`src/rtl/sti_cmd_scheduler.sv`:
```
// STI command scheduler: round-robin arbiter, command FIFO and issue FSM
// driving the serial transmitter parallel inputs.
module sti_cmd_scheduler #(
  parameter int FIFO_DEPTH = 4,
  parameter int GAP_CYC    = 2
) (
  input  logic        clk,
  input  logic        reset,
  input  logic        req_a,
  input  logic        req_b,
  input  logic [20:0] cmd_a,
  input  logic [20:0] cmd_b,
  output logic        gnt_a,
  output logic        gnt_b,
  input  logic        flush,
  input  logic        so_valid,
  input  logic        pixel_finish,
  output logic        load,
  output logic [15:0] pi_data,
  output logic [1:0]  pi_length,
  output logic        pi_fill,
  output logic        pi_msb,
  output logic        pi_low,
  output logic        pi_end,
  output logic        busy,
  output logic        done,
  output logic        err
);

  localparam int PW = $clog2(FIFO_DEPTH);
  localparam logic [PW:0] FULL = (PW+1)'(FIFO_DEPTH);
  localparam logic [5:0] GAP_LAST =
    6'((GAP_CYC > 1) ? GAP_CYC - 2 : 0);

  localparam logic [2:0] S_IDLE = 3'd0;
  localparam logic [2:0] S_LOAD = 3'd1;
  localparam logic [2:0] S_HOLD = 3'd2;
  localparam logic [2:0] S_GAP  = 3'd3;
  localparam logic [2:0] S_END  = 3'd4;
  localparam logic [2:0] S_DONE = 3'd5;

  logic [20:0]   mem_q [FIFO_DEPTH];
  logic [20:0]   mem_d [FIFO_DEPTH];
  logic [PW-1:0] wr_ptr_q, wr_ptr_d;
  logic [PW-1:0] rd_ptr_q, rd_ptr_d;
  logic [PW:0]   count_q, count_d;
  logic          prio_q, prio_d;
  logic          flush_q, flush_d;
  logic          err_q, err_d;
  logic [2:0]    state_q, state_d;
  logic [5:0]    cnt_q, cnt_d;
  logic [5:0]    vcnt_q, vcnt_d;
  logic [20:0]   pi_q, pi_d;

  logic          can_gnt;
  logic          push;
  logic          pop;
  logic [20:0]   wdata;
  logic [2:0]    lenp1;
  logic [5:0]    nbits;
  logic [5:0]    hold_last;
  logic [5:0]    vsum;

  // reset gates the grant so nothing is acknowledged while held
  assign can_gnt = reset && (count_q != FULL) && !flush_q
                   && (state_q != S_DONE);
  assign gnt_a = can_gnt && req_a && (!req_b || !prio_q);
  assign gnt_b = can_gnt && req_b && (!req_a || prio_q);
  assign push  = gnt_a || gnt_b;
  assign wdata = gnt_a ? cmd_a : cmd_b;
  assign pop   = (state_q == S_IDLE) && (count_q != '0);

  assign lenp1     = {1'b0, pi_q[20:19]} + 3'd1;
  assign nbits     = {lenp1, 3'b000};
  assign hold_last = nbits + 6'd1;
  assign vsum      = vcnt_q + {5'b0, so_valid};

  always_comb begin
    mem_d    = mem_q;
    wr_ptr_d = wr_ptr_q;
    rd_ptr_d = rd_ptr_q;
    count_d  = count_q;
    prio_d   = prio_q;
    flush_d  = flush_q | flush;
    if (push) begin
      mem_d[wr_ptr_q] = wdata;
      wr_ptr_d = wr_ptr_q + PW'(1);
      prio_d   = ~prio_q;
    end
    if (pop) rd_ptr_d = rd_ptr_q + PW'(1);
    if (push && !pop) count_d = count_q + (PW+1)'(1);
    if (!push && pop) count_d = count_q - (PW+1)'(1);
  end

  always_comb begin
    state_d = state_q;
    cnt_d   = cnt_q;
    vcnt_d  = vcnt_q;
    err_d   = err_q;
    pi_d    = pi_q;
    unique case (state_q)
      S_IDLE: begin
        if (pop) begin
          pi_d    = mem_q[rd_ptr_q];
          state_d = S_LOAD;
        end else if (flush_q) begin
          state_d = S_END;
        end
      end
      S_LOAD: begin
        cnt_d   = '0;
        vcnt_d  = '0;
        state_d = S_HOLD;
      end
      S_HOLD: begin
        vcnt_d = vsum;
        if (cnt_q == hold_last) begin
          if (vsum != nbits) err_d = 1'b1;
          cnt_d   = '0;
          state_d = (GAP_CYC > 1) ? S_GAP : S_IDLE;
        end else begin
          cnt_d = cnt_q + 6'd1;
        end
      end
      // the IDLE cycle is the final gap cycle
      S_GAP: begin
        if (cnt_q == GAP_LAST) state_d = S_IDLE;
        else cnt_d = cnt_q + 6'd1;
      end
      S_END: begin
        if (pixel_finish) state_d = S_DONE;
      end
      S_DONE: begin
        state_d = S_DONE;
      end
      default: state_d = S_IDLE;
    endcase
  end

  always_ff @(posedge clk or negedge reset) begin
    if (!reset) begin
      for (int i = 0; i < FIFO_DEPTH; i++) mem_q[i] <= '0;
      wr_ptr_q <= '0;
      rd_ptr_q <= '0;
      count_q  <= '0;
      prio_q   <= 1'b0;
      flush_q  <= 1'b0;
      err_q    <= 1'b0;
      state_q  <= S_IDLE;
      cnt_q    <= '0;
      vcnt_q   <= '0;
      pi_q     <= '0;
    end else begin
      mem_q    <= mem_d;
      wr_ptr_q <= wr_ptr_d;
      rd_ptr_q <= rd_ptr_d;
      count_q  <= count_d;
      prio_q   <= prio_d;
      flush_q  <= flush_d;
      err_q    <= err_d;
      state_q  <= state_d;
      cnt_q    <= cnt_d;
      vcnt_q   <= vcnt_d;
      pi_q     <= pi_d;
    end
  end

  assign load      = (state_q == S_LOAD);
  assign pi_end    = (state_q == S_END);
  assign done      = (state_q == S_DONE);
  assign busy      = !((state_q == S_IDLE) || (state_q == S_DONE))
                     || (count_q != '0);
  assign err       = err_q;
  assign pi_length = pi_q[20:19];
  assign pi_fill   = pi_q[18];
  assign pi_msb    = pi_q[17];
  assign pi_low    = pi_q[16];
  assign pi_data   = pi_q[15:0];

endmodule

```
`config.mk`:
```
export PLATFORM = sky130hd
export DESIGN_NAME = sti_cmd_scheduler
export DESIGN_NICKNAME = d
export VERILOG_FILES = /design/src/rtl/sti_cmd_scheduler.sv
export SDC_FILE = /design/constraint.sdc
export NUM_CORES = 1
export LEC_CHECK = 0
export ABC_CLOCK_PERIOD_IN_PS = 3950
export CAP_MARGIN = 40
export CORE_AREA = 2 2 104 106
export DETAILED_ROUTE_END_ITERATION = 8
export DIE_AREA = 0 0 106 108
export PLACE_DENSITY = 0.86
export SKIP_LAST_GASP = 1
export SYNTH_ARGS = -nofsm -noshare
export SYNTH_HDL_FRONTEND = slang
export SYNTH_SLANG_ARGS = --single-unit
```
`constraint.sdc`:
```
create_clock -name clk -period 3.95 [get_ports clk]
set_input_delay 0.79 -clock clk [delete_from_list [all_inputs] [get_ports clk]]
set_output_delay 0.79 -clock clk [all_outputs]
set_load 0.02 [all_outputs]
```
Yosys cells after proc, flatten, opt, wreduce, memory -nomap -nowiden
Cells that the tools add are included.
{"block": "word_totals", "ff_bits": 130, "output_inout_bits": 28, "word_cells": 95, "input_bits": 49}
{"block": "op_classes", "bitwise": 4, "n_mux": 19, "n_eq_ne": 14, "magnitude_cmp": 3, "n_addsub": 8, "reduce_logical": 33}
{"operator": "bitwise mux 84 bit", "count": 1}
{"operator": "2-to-1 mux 21 bit", "count": 4}
{"operator": "binary-select mux 21 bit (select 2 bit)", "count": 1}
{"operator": "demux 21 bit (select 2 bit)", "count": 1}
{"operator": "2-to-1 mux 3 bit", "count": 7}
{"operator": "one-hot mux 3 bit (6 select lines)", "count": 1}
{"operator": "one-hot mux 6 bit (3 select lines)", "count": 1}
{"operator": "adder 6 x 1 -> 6 bit (second input constant)", "count": 2}
{"operator": "2-to-1 mux 6 bit", "count": 2}
{"operator": "one-hot mux 6 bit (2 select lines)", "count": 1}
{"operator": "logical AND 1 bit", "count": 11}
{"operator": "inequality test 3 bit (second input constant)", "count": 3}
{"operator": "inequality test 2 bit (second input constant)", "count": 4}
{"operator": "logical NOT 1 bit", "count": 7}
{"operator": "adder 6 x 1 -> 6 bit", "count": 1}
{"operator": "== test 3 x 2 -> 1 bit (second input constant)", "count": 2}
{"operator": "== test 3 bit (second input constant)", "count": 2}
{"operator": "== test 6 bit", "count": 1}
{"operator": ">= comparator 3 bit (second input constant)", "count": 2}
{"operator": "logical NOT 6 bit", "count": 1}
{"operator": "inequality test 6 bit", "count": 1}
{"operator": "inverter 2 -> 3 bit", "count": 2}
{"operator": "nonzero test 3 bit", "count": 2}
{"operator": "logical OR 1 bit", "count": 5}
{"operator": "other kinds (13)", "count": 16}

Logic depth before layout (Yosys ltp)
{"block": "depth", "word_depth": 10, "mapped_depth": 11, "depth_no_buf": 10}

Least setup slack after synthesis
Ideal clock, no wire load.
{"block": "synth_timing", "kind": "in2reg", "from": "input req_a", "to": "register count_q[2]", "n_path_buf": 0, "setup_ps": 79, "setup_slack_ps": 1530, "arrival_time_ps": 2341, "required_ps": 3871, "stages": 9, "path_cell_list": "or2_2 -> and2_1 -> inv_1 -> ha_1 -> inv_1 -> fa_1 -> xor2_1 -> nor2_1 -> xor2_1"}
{"block": "synth_between", "elab_chain_len": 7, "word_cells_on_any_way": 11, "cone_classes": "mux (1); reduce/logical (10)"}
{"item": "start, declared", "line": "9", "source": "input logic req_a,"}
{"item": "logical NOT 1 bit", "line": "68", "source": "assign gnt_b = can_gnt && req_b && (!req_a || prio_q);"}
{"item": "logical OR 1 bit", "line": "68"}
{"item": "logical AND 1 bit", "line": "68"}
{"item": "logical OR 1 bit (*)", "line": "69", "source": "assign push = gnt_a || gnt_b;"}
{"item": "logical NOT 1 bit", "line": "92", "source": "if (!push && pop) count_d = count_q - (PW+1)'(1);"}
{"item": "logical AND 1 bit", "line": "92"}
{"item": "2-to-1 mux 3 bit or nonzero test 2 bit (tied branches)"}
{"item": "end signal, assigned", "line": "157", "source": "count_q <= count_d;"}
{"item": "end, declared", "line": "46", "source": "logic [PW:0] count_q, count_d;"}
Mark *: on every way between the ends. The rest lies on a longest branch, timed or not.
A chain may end at the register's enable or synchronous reset.

Final worst setup path
{"block": "layout_timing", "from": "register state_q[0]", "to": "output gnt_a"}
{"block": "layout_between", "elab_chain_len": 4}
{"item": "start, declared", "line": "50", "source": "logic [2:0] state_q, state_d;"}
{"item": "start signal, assigned", "line": "161", "source": "state_q <= state_d;"}
{"item": "inequality test 3 bit", "line": "66", "source": "&& (state_q != S_DONE);"}
{"item": "logical AND 1 bit", "line": "66"}
{"item": "logical AND 1 bit (2 in a row)", "line": "67", "source": "assign gnt_a = can_gnt && req_a && (!req_b || !prio_q);"}
{"item": "end, declared", "line": "13", "source": "output logic gnt_a,"}
Every way passes these cells.

==> summary by stage <==
Status
The run finished with clean final reports.

Flow run
Across the run, the number of max-cap violations was 0.

Floorplan
The full die area is 11450 um2. In this run the core area contains 37 standard-cell rows. The die is 106 um wide. The core region is roughly 10000 um2. For this design the top-level I/O count stands at 77. The die extent in y is 108 um. Once the floorplan was initialized, standard cells occupied 59.40% of the core.

Setup path
STA puts the critical path data arrival time at between 2000 and 3000 ps. The element type at the critical path end is an output pin. Of all nets on the critical path, the largest fanout is 19. The element type at the critical path start is a flop.

The startpoint identified for the worst register-to-register timing path is state_q[0]. The number of cells on the worst reg-to-reg path is 6. The data required time of the worst path is around 3200 ps. The reg2reg setup slack is 1120 ps. The startpoint-to-endpoint class of the critical path is reg2out. The worst register-to-register path ends at mem_q[24].

Finish
The fraction of layout cells with a size suffix above 1 is 15.21%. The final-stage net count is 666. From synthesis to final layout, the design area changed by 23.51%. The finished layout holds 754 standard cells, fillers aside.

In the layout the commonest cells are sky130_fd_sc_hd__dfrtp_1 (129), sky130_fd_sc_hd__nor2_1 (95), sky130_fd_sc_hd__a21oi_1 (92). The most frequent standard cell in the layout excluding fill and tap cells is sky130_fd_sc_hd__dfrtp_1. The diode insertion count for antenna repair is 0.

Clock tree
Hold repair after CTS inserted 0 buffers. The post-CTS setup buffer count is 0. Counting the buffers created by CTS gives 17.

The clock passes through at most 2 buffers. The clock transition time at the flip-flop clock pins of the worst setup and hold paths is 60 ps. The clock net sink count is 130. The clock tree synthesis step divided the H-tree into 4 levels.

The insertion delay to the later sink of the worst-skew pair is between 500 and 600 ps. Post-CTS repair changed the size of 0 cells. In this run the clock root is driven by a sky130_fd_sc_hd__clkbuf_8. TritonCTS built the clock tree.

Detailed routing
Dividing the detail-routed via count by the number of cells gives slightly below 6. The remaining number of nets flagged by the antenna check after routing is 0. The met3 wirelength from detailed routing is 837 um.

The uppermost layer routed is met4. For this run, design rule violations remaining after detail routing come to 0. The final routed wirelength across all metal layers is between 10 and 15 mm. The amount of wire on met2 after detailed routing is 7.201 mm. The number of search-and-repair iterations in the first detailed-routing pass is 4. For this block, wires on met1 add up to 5.593 mm. The post-detailed-route wirelength per cell is 18.62 um. The detailed router placed between 4000 and 5000 vias in this run. The DRC violation total after the first TritonRoute iteration is ~220.

Logic synthesis
The sequential fraction of the synthesis area is 53.53%. When the netlist entered floorplanning its net count stood at 601. After synthesis the cells add up to 6077 um2. The number of register bits inferred by synthesis is 130. After synthesis, the netlist uses 43 different library cells. The synthesized area divided by synthesized cell count is 11.25 um2. The Yosys step of the flow raised 0 warnings. Counting every instance in the synthesized netlist gives 540.

Pwr
In this run the power density over the cells is 646.1 nW/um2. The maximum ir drop on the vdd rail is ~0.00034 V. The analysis attributes to cell leakage a power of 0.003347 uW.

STA
Dividing the final minimum period by the clock period gives 89.79%. Static timing analysis puts the maximum clock frequency at 0.2820 GHz. The final worst hold slack is 411.6 ps. For the final database, setup skew stands at 7.351 ps.

The worst max-slew margin expressed relative to the limit is between 40% and 50%. For the pin with the worst max-slew slack, the measured transition is around 830 ps. Adding up every negative setup slack in the final design gives 0 ps. The clock period minus final worst setup slack is around 3500 ps. Setup violations remaining at the end of the flow were counted as 0. The number of pins with negative max-slew slack in the final report came to 0.

The final number of hold-violating endpoints is 0. Setup repair after global routing left no endpoint under its margin.

GRT
The total congestion overflow after global routing is 0. The number of global-route vias before repair is 4788. The global-route usage over all layers is around a quarter. The number of antenna violations at the first check in global routing is 0. The first-pass GRT wire length is 23.05 mm. The largest net degree at the start of global routing is 65.

Min path
The path category of the worst min-delay check is in2async.

Place
The number of input and output port buffers inserted is 76. At the end of routability-driven placement, the weighted congestion stood at around 0.90. The number of placed instances, taps included is 722. The post-detailed-placement half-perimeter wirelength is 8.673 mm.
[power breakdown]
group / internal, uW / switching, uW / leakage, uW
Sequential: 1600 / 345 / 0.00173
Combinational: 711 / 612 / 0.00133
Clock: 971 / 609 / 0.000287
Total: 3280 / 1570 / 0.00335
[flip-flops by register name (all words and copies together) (netlist names), 2 cells and up]
register and count:
rd_ptr_q 2, wr_ptr_q 2, pi_q 21, cnt_q 6
vcnt_q 6, count_q 3, mem_q 84, state_q 3
[cells by family after synthesis]
group	synth area share (%)
and+or+nand+nor	11.10
adders and majority gates	2.594
xor gates and xnor gates	2.450
buffers and inverters	3.953
muxes	15.79
AOI/OAI and AO/OA	10.58
DFF	53.53
[cells in the mapped netlist]
cell / n / area share [%]
sky130_fd_sc_hd__inv_1: 9 / 0.56
sky130_fd_sc_hd__and4_1: 2 / 0.29
sky130_fd_sc_hd__and2_1: 4 / 0.41
sky130_fd_sc_hd__nand4_1: 1 / 0.10
sky130_fd_sc_hd__mux2i_1: 25 / 4.1
sky130_fd_sc_hd__a21o_1: 1 / 0.12
sky130_fd_sc_hd__nor3b_1: 1 / 0.12
sky130_fd_sc_hd__and3b_4: 1 / 0.21
sky130_fd_sc_hd__xnor2_1: 10 / 1.4
sky130_fd_sc_hd__a31oi_1: 2 / 0.21
sky130_fd_sc_hd__buf_8: 2 / 0.49
sky130_fd_sc_hd__nor2_1: 95 / 5.9
sky130_fd_sc_hd__buf_1: 1 / 0.062
sky130_fd_sc_hd__dfrtp_1: 130 / 54
sky130_fd_sc_hd__a211oi_1: 1 / 0.12
sky130_fd_sc_hd__buf_4: 1 / 0.12
sky130_fd_sc_hd__nor4_1: 5 / 0.51
sky130_fd_sc_hd__clkbuf_1: 13 / 0.80
sky130_fd_sc_hd__nor4_2: 1 / 0.21
sky130_fd_sc_hd__ha_1: 11 / 2.3
sky130_fd_sc_hd__a31o_2: 1 / 0.14
sky130_fd_sc_hd__buf_6: 2 / 0.37
sky130_fd_sc_hd__nand2_1: 9 / 0.56
sky130_fd_sc_hd__or2_2: 3 / 0.31
sky130_fd_sc_hd__o32ai_1: 1 / 0.14
sky130_fd_sc_hd__a311oi_4: 1 / 0.43
sky130_fd_sc_hd__fa_1: 1 / 0.33
sky130_fd_sc_hd__a22oi_1: 2 / 0.25
sky130_fd_sc_hd__xor2_1: 7 / 1.0
sky130_fd_sc_hd__mux4_2: 21 / 7.8
sky130_fd_sc_hd__nor3_1: 5 / 0.41
sky130_fd_sc_hd__nand2b_1: 6 / 0.62
sky130_fd_sc_hd__or3b_2: 1 / 0.14
sky130_fd_sc_hd__and2_0: 1 / 0.10
sky130_fd_sc_hd__buf_2: 18 / 1.5
sky130_fd_sc_hd__mux2_2: 21 / 3.9
sky130_fd_sc_hd__a22o_1: 1 / 0.14
sky130_fd_sc_hd__nand3_1: 5 / 0.41
sky130_fd_sc_hd__o21ai_0: 16 / 1.3
sky130_fd_sc_hd__and3_1: 8 / 0.82
sky130_fd_sc_hd__o31ai_1: 1 / 0.12
sky130_fd_sc_hd__clkinv_1: 1 / 0.062
sky130_fd_sc_hd__a21oi_1: 92 / 7.6
[critical path: stages (launching register included)]
cell                              delay (ps)
sky130_fd_sc_hd__dfrtp_1                 580
sky130_fd_sc_hd__and3b_4                 300
sky130_fd_sc_hd__a311oi_4                360
sky130_fd_sc_hd__and3_1                  330
sky130_fd_sc_hd__clkdlybuf4s50_1         650
[through the flow]
step	power, uW	worst slack [ps]	area (um2)	util [%]
6_report	4849	403.3	7506	73.36
3_5_place_dp	3261	902.2	6908	67.52
3_3_place_gp	3159	918.6	6848	66.93
4_1_cts	4857	408.7	7506	73.36
5_1_grt	5065	300.1	7506	73.36
2_1_floorplan	2731	1530	6077	-
[cell type report]
class / instances / area, um2
Multi-Input combinational cell: 363 / 2597
Clock inverter: 14 / 180.2
Tap cell: 136 / 170.2
Fill cell: 643 / 2725
Sequential cell: 130 / 3254
Timing Repair Buffer: 83 / 848.3
Inverter: 10 / 37.54
Clock buffer: 18 / 417.9
[metal layers]
layer | track usage (%) | vias up
li1 | - | 2039
met1 | 32.13 | 2215
met2 | 45.07 | 176
met3 | 4.822 | 34
met4 | 14.10 | 0
met5 | 0 | -
[how the worst max path moves through the flow]
stage          startpoint         end  slack (ps)  cells after the start
3_3_place_gp        reset       gnt_a         920                      5
5_1_grt        state_q[0]       gnt_a         300                      4
6_report       state_q[0]       gnt_a         400                      4
2_1_floorplan       req_a  count_q[2]        1530                      9
4_1_cts        state_q[0]       gnt_a         410                      4
3_5_place_dp        reset       gnt_a         900                      5
Power figures use the tool's default switching activity.
